File: config.mk
export PLATFORM = sky130hd
export DESIGN_NAME = traffic_phase_sequencer
export DESIGN_NICKNAME = d
export VERILOG_FILES = /design/src/rtl/traffic_phase_sequencer.sv
export SDC_FILE = /design/constraint.sdc
export NUM_CORES = 1
export LEC_CHECK = 0
export ABC_AREA = 1
export ABC_CLOCK_PERIOD_IN_PS = 3300
export CAP_MARGIN = 10
export CORE_ASPECT_RATIO = 0.5
export CORE_MARGIN = 4
export CORE_UTILIZATION = 23
export DETAILED_ROUTE_END_ITERATION = 10
export HOLD_SLACK_MARGIN = 0.08
export PLACE_DENSITY = 0.4
export SLEW_MARGIN = 5
export SYNTH_ARGS = -nofsm -noshare
export SYNTH_HDL_FRONTEND = slang
export SYNTH_SLANG_ARGS = --single-unit
File: constraint.sdc
create_clock -name clk -period 3.3 [get_ports clk]
set_clock_uncertainty 0.15 [all_clocks]
set_input_delay 0.66 -clock clk [delete_from_list [all_inputs] [get_ports clk]]
set_output_delay 0.66 -clock clk [all_outputs]
set_load 0.01 [all_outputs]
File: src/rtl/traffic_phase_sequencer.sv
// Phase sequencer for a main/side road intersection with a pedestrian crossing.
// All timing advances on the tick enable; request latches sample every clk.
module traffic_phase_sequencer #(
  parameter int CNT_W          = 8,
  parameter int MAIN_MIN_TICKS = 50,
  parameter int YELLOW_TICKS   = 30,
  parameter int ALLRED_TICKS   = 10,
  parameter int SIDE_TICKS     = 40
) (
  input  logic       clk,
  input  logic       rst_n,
  input  logic       tick,
  input  logic       side_req,
  input  logic       ped_req,
  input  logic       night_mode,
  output logic [2:0] main_rgy,
  output logic [2:0] side_rgy,
  output logic       ped_walk,
  output logic       ped_ack,
  output logic [2:0] state_o
);

  localparam logic [2:0] S_MAIN_G   = 3'd0;
  localparam logic [2:0] S_MAIN_Y   = 3'd1;
  localparam logic [2:0] S_ALLRED_A = 3'd2;
  localparam logic [2:0] S_SIDE_G   = 3'd3;
  localparam logic [2:0] S_SIDE_Y   = 3'd4;
  localparam logic [2:0] S_ALLRED_B = 3'd5;
  localparam logic [2:0] S_FLASH    = 3'd6;

  localparam logic [CNT_W-1:0] MAIN_LAST   = CNT_W'(MAIN_MIN_TICKS - 1);
  localparam logic [CNT_W-1:0] YELLOW_LAST = CNT_W'(YELLOW_TICKS - 1);
  localparam logic [CNT_W-1:0] ALLRED_LAST = CNT_W'(ALLRED_TICKS - 1);
  localparam logic [CNT_W-1:0] SIDE_LAST   = CNT_W'(SIDE_TICKS - 1);

  logic [2:0]       state_q, state_d;
  logic [CNT_W-1:0] cnt_q, cnt_d;
  logic             side_pend_q, side_pend_d;
  logic             ped_pend_q, ped_pend_d;
  logic             flash_ph_q, flash_ph_d;
  logic             walk_q, walk_d;
  logic             ack_q, ack_d;
  logic             enter_side;

  always_comb begin
    state_d    = state_q;
    cnt_d      = cnt_q;
    flash_ph_d = flash_ph_q;
    walk_d     = walk_q;
    ack_d      = 1'b0;
    if (tick) begin
      case (state_q)
        S_MAIN_G: begin
          // Counter saturates here so a late request is served on the very next tick.
          if (cnt_q == MAIN_LAST) begin
            if (side_pend_q || ped_pend_q || night_mode) begin
              state_d = S_MAIN_Y;
              cnt_d   = '0;
            end
          end else begin
            cnt_d = cnt_q + 1'b1;
          end
        end
        S_MAIN_Y: begin
          if (cnt_q == YELLOW_LAST) begin
            state_d = S_ALLRED_A;
            cnt_d   = '0;
          end else begin
            cnt_d = cnt_q + 1'b1;
          end
        end
        S_ALLRED_A: begin
          if (cnt_q == ALLRED_LAST) begin
            cnt_d = '0;
            if (night_mode) begin
              state_d    = S_FLASH;
              flash_ph_d = 1'b1;
            end else begin
              state_d = S_SIDE_G;
              walk_d  = ped_pend_q;
              ack_d   = ped_pend_q;
            end
          end else begin
            cnt_d = cnt_q + 1'b1;
          end
        end
        S_SIDE_G: begin
          if (cnt_q == SIDE_LAST) begin
            state_d = S_SIDE_Y;
            cnt_d   = '0;
            walk_d  = 1'b0;
          end else begin
            cnt_d = cnt_q + 1'b1;
          end
        end
        S_SIDE_Y: begin
          if (cnt_q == YELLOW_LAST) begin
            state_d = S_ALLRED_B;
            cnt_d   = '0;
          end else begin
            cnt_d = cnt_q + 1'b1;
          end
        end
        S_ALLRED_B: begin
          if (cnt_q == ALLRED_LAST) begin
            state_d = S_MAIN_G;
            cnt_d   = '0;
          end else begin
            cnt_d = cnt_q + 1'b1;
          end
        end
        S_FLASH: begin
          flash_ph_d = ~flash_ph_q;
          if (!night_mode) begin
            state_d = S_ALLRED_B;
            cnt_d   = '0;
          end
        end
        default: begin
          state_d = S_MAIN_G;
          cnt_d   = '0;
          walk_d  = 1'b0;
        end
      endcase
    end
  end

  // Grant edge clears the latches even if the input is still high on that edge.
  assign enter_side  = (state_d == S_SIDE_G) && (state_q != S_SIDE_G);
  assign side_pend_d = (enter_side || state_q == S_FLASH) ? 1'b0 : (side_pend_q | side_req);
  assign ped_pend_d  = (enter_side || state_q == S_FLASH) ? 1'b0 : (ped_pend_q | ped_req);

  always_ff @(posedge clk or negedge rst_n) begin
    if (!rst_n) begin
      state_q     <= S_MAIN_G;
      cnt_q       <= '0;
      side_pend_q <= 1'b0;
      ped_pend_q  <= 1'b0;
      flash_ph_q  <= 1'b0;
      walk_q      <= 1'b0;
      ack_q       <= 1'b0;
    end else begin
      state_q     <= state_d;
      cnt_q       <= cnt_d;
      side_pend_q <= side_pend_d;
      ped_pend_q  <= ped_pend_d;
      flash_ph_q  <= flash_ph_d;
      walk_q      <= walk_d;
      ack_q       <= ack_d;
    end
  end

  always_comb begin
    main_rgy = 3'b100;
    side_rgy = 3'b100;
    case (state_q)
      S_MAIN_G: main_rgy = 3'b001;
      S_MAIN_Y: main_rgy = 3'b010;
      S_SIDE_G: side_rgy = 3'b001;
      S_SIDE_Y: side_rgy = 3'b010;
      S_FLASH: begin
        main_rgy = flash_ph_q ? 3'b010 : 3'b000;
        side_rgy = flash_ph_q ? 3'b100 : 3'b000;
      end
      default: ;
    endcase
  end

  assign ped_walk = walk_q;
  assign ped_ack  = ack_q;
  assign state_o  = state_q;

endmodule

Word-level counts from Yosys, hierarchy flattened
Index checks and enable logic that the tools add are counted.
{ "totals": {"mem_bits_rw": 0, "wordCells": 77, "input_bits": 6, "out_inout_bits": 11, "register_bits": 16, "latch_bits": 0, "mem_count": 0, "mem_bits_ro": 0} }
{ "op_classes": {"addsub": 1, "n_div": 0, "reduce_logical": 12, "bitwise": 4, "shifts": 0, "magnitude_cmp": 0, "eq_ne": 18, "n_mux": 35, "n_mul": 0} }
{ "op_table": {"columns": ["cell", "count"], "rows": [
  ["8-bit two-way mux", 6],
  ["8-bit one-hot mux with 5 select lines", 1],
  ["3-bit two-way mux", 11],
  ["3-bit one-hot mux with 7 select lines", 1],
  ["3-bit one-hot mux with 3 select lines", 2],
  ["8-bit by 6-bit equality test with 1-bit output, second input constant", 2],
  ["1-bit two-way mux", 11],
  ["2-bit != test, second input constant", 5],
  ["3-bit by 2-bit equality test with 1-bit output, second input constant", 3],
  ["3-bit equality test, second input constant", 3],
  ["8-bit by 1-bit adder with 8-bit output, second input constant", 1],
  ["8-bit by 4-bit equality test with 1-bit output, second input constant", 1],
  ["8-bit by 5-bit equality test with 1-bit output, second input constant", 1],
  ["5-bit AND reduction", 1],
  ["5-bit OR reduction", 1],
  ["4-bit AND reduction", 1],
  ["2-bit OR reduction", 2],
  ["3-bit by 1-bit equality test with 1-bit output, second input constant", 1],
  ["3-bit zero test", 1],
  ["1-bit logical OR", 3],
  ["3-bit by 2-bit != test with 1-bit output, second input constant", 1],
  ["3-bit != test, second input constant", 1],
  ["1-bit one-hot mux with 3 select lines", 1],
  ["3-bit AND reduction", 1],
  ["6 further kinds", 8]
]} }

Depth between registers and ports, before layout
{ "depth": {"ltp_word": 10, "ltp_mapped": 14, "ltp_nobuf": 14} }

Worst setup path after synthesis
OpenSTA, ideal clock, no wires.
{ "synth_path": {"kind": "flip-flop to output port", "start": "register state_q[1] (netlist: state_o[1])", "end": "output side_rgy[2]", "arrival_time_ns": 1.070, "path_stages_with_launch": 5, "setup_slack_ns": 1.420, "path_buffers": 1, "required_ns": 2.490, "path_cell_list": "dfrtp_1 -> buf_4 -> nand3_1 -> inv_2 -> o21ai_0"} }
{ "synth_between": {"elab_chain_len": 2, "word_cells_on_any_way": 4, "classes_between": "eq/ne (3); mux (1)"} }
{ "synth_lines": {"columns": ["element", "line_no", "rtl"], "rows": [
  ["from (decl)", "36", "logic [2:0] state_q, state_d;"],
  ["from (signal assigned)", "143", "state_q <= state_d;"],
  ["3-bit equality test or 3-bit by 2-bit equality test with 1-bit output (tied branches)", "156", "case (state_q)"],
  ["3-bit one-hot mux with 3 select lines (*)", "156", null],
  ["to (decl)", "17", "output logic [2:0] side_rgy,"]
]} }
Every way passes the cells marked *; elsewhere a longest branch is shown, timed or not.

Worst setup path in the final report
Ends and elaborated chain as after synthesis.

==> summary by stage <==
Floorplan
The core region is 4950 um^2. The floorplan step defined a die boundary enclosing 6460 um^2. The row count is 18. The initial core utilization is 24.0%. In this run the horizontal extent of the chip is 110 um. The top-level port count is 17. The vertical die dimension is 58.9 um.

Synth
The number of distinct library cells after synthesis is 27. In this run the cell area of the synthesized design comes to 1190 um^2. The yosys synthesis warning count is 0. Sorting the synthesized cells by area gives the leading types as sky130_fd_sc_hd__dfrtp_1 (34%), sky130_fd_sc_hd__nand2_1 (13%), sky130_fd_sc_hd__nor2_1 (10%), sky130_fd_sc_hd__inv_1 (6.0%), sky130_fd_sc_hd__nand2_2 (4.7%).

Of the post-synthesis cell area, the dominant cell type holds 33.6%. The average instance area after synthesis is 6.62 um^2. Sequential cells were found to cover 33.6% of the synthesized design area.

The synthesized design spends more area on one cell type than any other, namely sky130_fd_sc_hd__dfrtp_1. After synthesis the netlist holds a flip-flop and latch count of 16. Synthesis produced a netlist whose cell count is 180.

The synthesized net count is 188.

Layout
The ratio of cells with drive above 1 in the final layout is 15.7%. At the end of the flow, the number of nets in the layout was 206. The number of fill cells is 559. Once layout is complete, the utilization of the core stands at 29.7%.

The synthesis-to-finish area growth is 23.7%. 0 antenna diodes ended up in the layout.

GRT
The total track usage is 10.8%. For this run the aggregate overflow at the end of global routing stands at 0. The number of global-route vias before repair is 1075. The wire length of the first global-routing pass is 5290 um. The initial antenna violation count is 0. The maximum number of pins on one net before global-route repair is 17.

Power and ir drop
The reported net switching power is 513 uW. The static leakage is 0.672 nW. The power share of the sequential group is 28.7%.

The maximum vdd drop is 0.270 mV. The fraction of power consumed by the clock network is 16.0%. The internal power of the cells totals 626 uW. Total power for the finished layout comes to 1.14 mW. The share of total power consumed by net switching is 45.0%. Combinational logic burns 55.4% of the power.

The cell area power density is 773 nW/um^2.

Placement
During placement, the flow inserted port buffers numbering 16. After legalization and detailed placement, the total HPWL measured 2510 um. At the placement stage, the worst setup path has a slack of 0.727 ns. The congestion estimate from routability-driven global placement came to 0.816.

Run
The tool flagged a number of max-cap violations equal to 0.

Setup path
Setup slack on the worst reg-to-reg path comes out at 1.33 ns. The category of the most critical setup path is reg -> out. The arrival time reported for the critical path endpoint is 2.04 ns. Of all nets on the critical path, the largest fanout is 10. In this run the worst setup path terminates at side_rgy[2].

The endpoint of the worst register-to-register path is cnt_q[5]$_DFFE_PN0P_. The length in cells of the worst reg-to-reg path is 13. The worst reg2reg path startpoint is cnt_q[1]$_DFFE_PN0P_. The most critical setup path has its startpoint at state_o[1]$_DFF_PN0_.

STA classifies the critical path endpoint as an output pin. The critical path launch point type is a flop. For the worst setup path, the data required time is 2.49 ns.

Clocking
The cell sitting at the root of the clock tree is a sky130_fd_sc_hd__clkbuf_8. The CTS tree is yes. The longest clock path from root to sink contains 2 buffers. Gates resized during post-CTS repair numbered 0. The number of hold buffers added after cts is 0. The clock net in this run drives a total of 16 sinks. The clock buffer count from CTS is 3.

CTS built an H-tree with a depth of 1. The clock-pin slew on the worst setup and hold paths is 0.07 ns. The number of buffers added for setup after CTS is 0. The worst-skew pair later-pin latency is 0.25 ns.

Routing
The pre-antenna-repair detailed-routing pass consisted of 4 iterations. Dividing the detail-routed wire length by the instance count gives 11.7 um. For this run, design rule violations remaining after detail routing come to 0. The vias after detailed routing is 1115. The post-detailed-route count of antenna-violating nets is 0. Summed over all layers, the routed wires come to 3130 um. The detailed-route vias per instance is 4.18. The initial detailed-routing violation count is 40.

Timing
The hold violation total from the final report came to 0. The timing-limited maximum frequency is 0.351 GHz. The total setup violations reported at the end of the flow is 0. Final hold analysis gives a worst-case slack of 0.344 ns.

The final critical path takes up 86.4% of the cycle. The worst pin sits at a relative slew slack of 44.4%. The sum of negative setup slack is 0 ns. Setup repair after global routing left no endpoint under its margin. The smallest clock period supported by the final layout is computed as 2.85 ns.

Once routing completed, OpenROAD measured the worst setup slack at 0.450 ns. The number of pins with negative max-slew slack in the final report is 0. At the pin with the least slew margin, the transition time is 0.831 ns.

Hold path
The tightest min-delay check is of the reg -> reg type.

Outcome
The flow ran to the end, and the final reports show no timing, DRC or antenna violations.
worst max-delay path: stages (launching register included):
cell and delay [ns]:
sky130_fd_sc_hd__dfrtp_1 0.51, sky130_fd_sc_hd__inv_1 0.16, sky130_fd_sc_hd__nor2_1 0.32, sky130_fd_sc_hd__nand2_1 0.13, sky130_fd_sc_hd__o21ai_0 0.10, sky130_fd_sc_hd__clkdlybuf4s50_1 0.56
cell type report:
type	instances	area, um^2	share of cell area, %
Tap cell	70	87.6	5.94
Multi-Input combinational cell	133	666	45.2
Clock buffer	4	55.1	3.74
Timing Repair Buffer	16	160	10.9
Inverter	28	105	7.13
Sequential cell	16	400	27.2
state kept, by name (all words and copies together) (netlist names):
signal	count
cnt_q	8
ped_walk	1
flash_ph_q	1
state_o	3
ped_ack	1
side_pend_q	1
ped_pend_q	1
placed cells by master, fill, tap and decap left out:
cell type and count:
sky130_fd_sc_hd__inv_1 19, sky130_fd_sc_hd__dfrtp_1 16, sky130_fd_sc_hd__clkdlybuf4s50_1 16, sky130_fd_sc_hd__nand3_1 10, sky130_fd_sc_hd__ha_1 2, sky130_fd_sc_hd__nand2_2 9
sky130_fd_sc_hd__nand2_1 41, sky130_fd_sc_hd__mux2_2 1, sky130_fd_sc_hd__nor2_1 33, sky130_fd_sc_hd__o22ai_1 1, sky130_fd_sc_hd__nand4_1 2, sky130_fd_sc_hd__o21ai_1 2
sky130_fd_sc_hd__nor3_1 2, sky130_fd_sc_hd__nor2_2 6, sky130_fd_sc_hd__nand3b_1 1, sky130_fd_sc_hd__nand3_2 1, sky130_fd_sc_hd__o21ai_2 1, sky130_fd_sc_hd__o211ai_1 2
sky130_fd_sc_hd__and3_1 1, sky130_fd_sc_hd__clkbuf_8 4, sky130_fd_sc_hd__inv_2 8, sky130_fd_sc_hd__clkinv_1 1, sky130_fd_sc_hd__a21oi_4 1, sky130_fd_sc_hd__xor2_1 5
sky130_fd_sc_hd__o21ai_0 5, sky130_fd_sc_hd__a21oi_1 6, sky130_fd_sc_hd__and2_1 1
kinds of logic (layout without fill, tap and decap cells):
group,count (synthesis),count (layout),synth area share (%)
AO/OA/AOI/OAI,18,18,9.35
XOR/XNOR,5,5,3.68
adder cells (fa/ha/maj),2,2,2.10
buffers and inverters,31,48,10.5
flip-flops,16,16,33.6
multiplexers,1,1,0.945
AND/OR/NAND/NOR,107,107,39.8
power groups by stage:
stage	combinational, mW	sequential (mW)	clock [mW]
final	0.631	0.327	0.182
after global routing	0.717	0.342	0.200
after CTS	0.638	0.327	0.189
after detailed placement	0.635	0.331	0
after global placement	0.646	0.329	0
after floorplan	0.446	0.304	0
Yosys cell counts:
cell	n
sky130_fd_sc_hd__xor2_1	5
sky130_fd_sc_hd__o22ai_1	1
sky130_fd_sc_hd__nand4_1	2
sky130_fd_sc_hd__inv_2	8
sky130_fd_sc_hd__o21ai_2	1
sky130_fd_sc_hd__o21ai_0	5
sky130_fd_sc_hd__and2_1	1
sky130_fd_sc_hd__dfrtp_1	16
sky130_fd_sc_hd__nor2_1	33
sky130_fd_sc_hd__buf_4	2
sky130_fd_sc_hd__mux2_2	1
sky130_fd_sc_hd__o21ai_1	2
sky130_fd_sc_hd__nand2_1	41
sky130_fd_sc_hd__o211ai_1	2
sky130_fd_sc_hd__and3_1	1
sky130_fd_sc_hd__nand3_2	1
sky130_fd_sc_hd__clkinv_1	1
sky130_fd_sc_hd__nand3b_1	1
sky130_fd_sc_hd__nand2_2	9
sky130_fd_sc_hd__nor2_2	6
sky130_fd_sc_hd__nor3_1	2
sky130_fd_sc_hd__ha_1	2
sky130_fd_sc_hd__a21oi_4	1
sky130_fd_sc_hd__buf_2	1
sky130_fd_sc_hd__a21oi_1	6
sky130_fd_sc_hd__inv_1	19
sky130_fd_sc_hd__nand3_1	10
per-layer routing:
metal	global-route usage, %	part of all wire (%)	wire [um]	up-vias
met5	0	0	0	-
met4	1.60	0	0	0
met3	2.96	2.2	70	0
met2	17.6	45	1420	11
met1	14.7	52	1640	513
li1	-	-	-	591
stage by stage:
step	area, um^2	std cells
after floorplan	1190	180
after global placement	1420	263
after detailed placement	1420	263
after CTS	1470	267
after global routing	1470	267
final	1470	267
worst min-delay path by stage:
stage / from / end / cells past startpoint
after floorplan: rst_n / cnt_q[0]$_DFFE_PN0P_ / 0
after CTS: ped_walk$_DFFE_PN0P_ / ped_walk$_DFFE_PN0P_ / 2
after global placement: ped_walk$_DFFE_PN0P_ / ped_walk$_DFFE_PN0P_ / 2
after detailed placement: ped_walk$_DFFE_PN0P_ / ped_walk$_DFFE_PN0P_ / 2
final: ped_walk$_DFFE_PN0P_ / ped_walk$_DFFE_PN0P_ / 2
after global routing: flash_ph_q$_DFFE_PN0P_ / flash_ph_q$_DFFE_PN0P_ / 1
No activity file was read; power rests on OpenSTA's default activity.
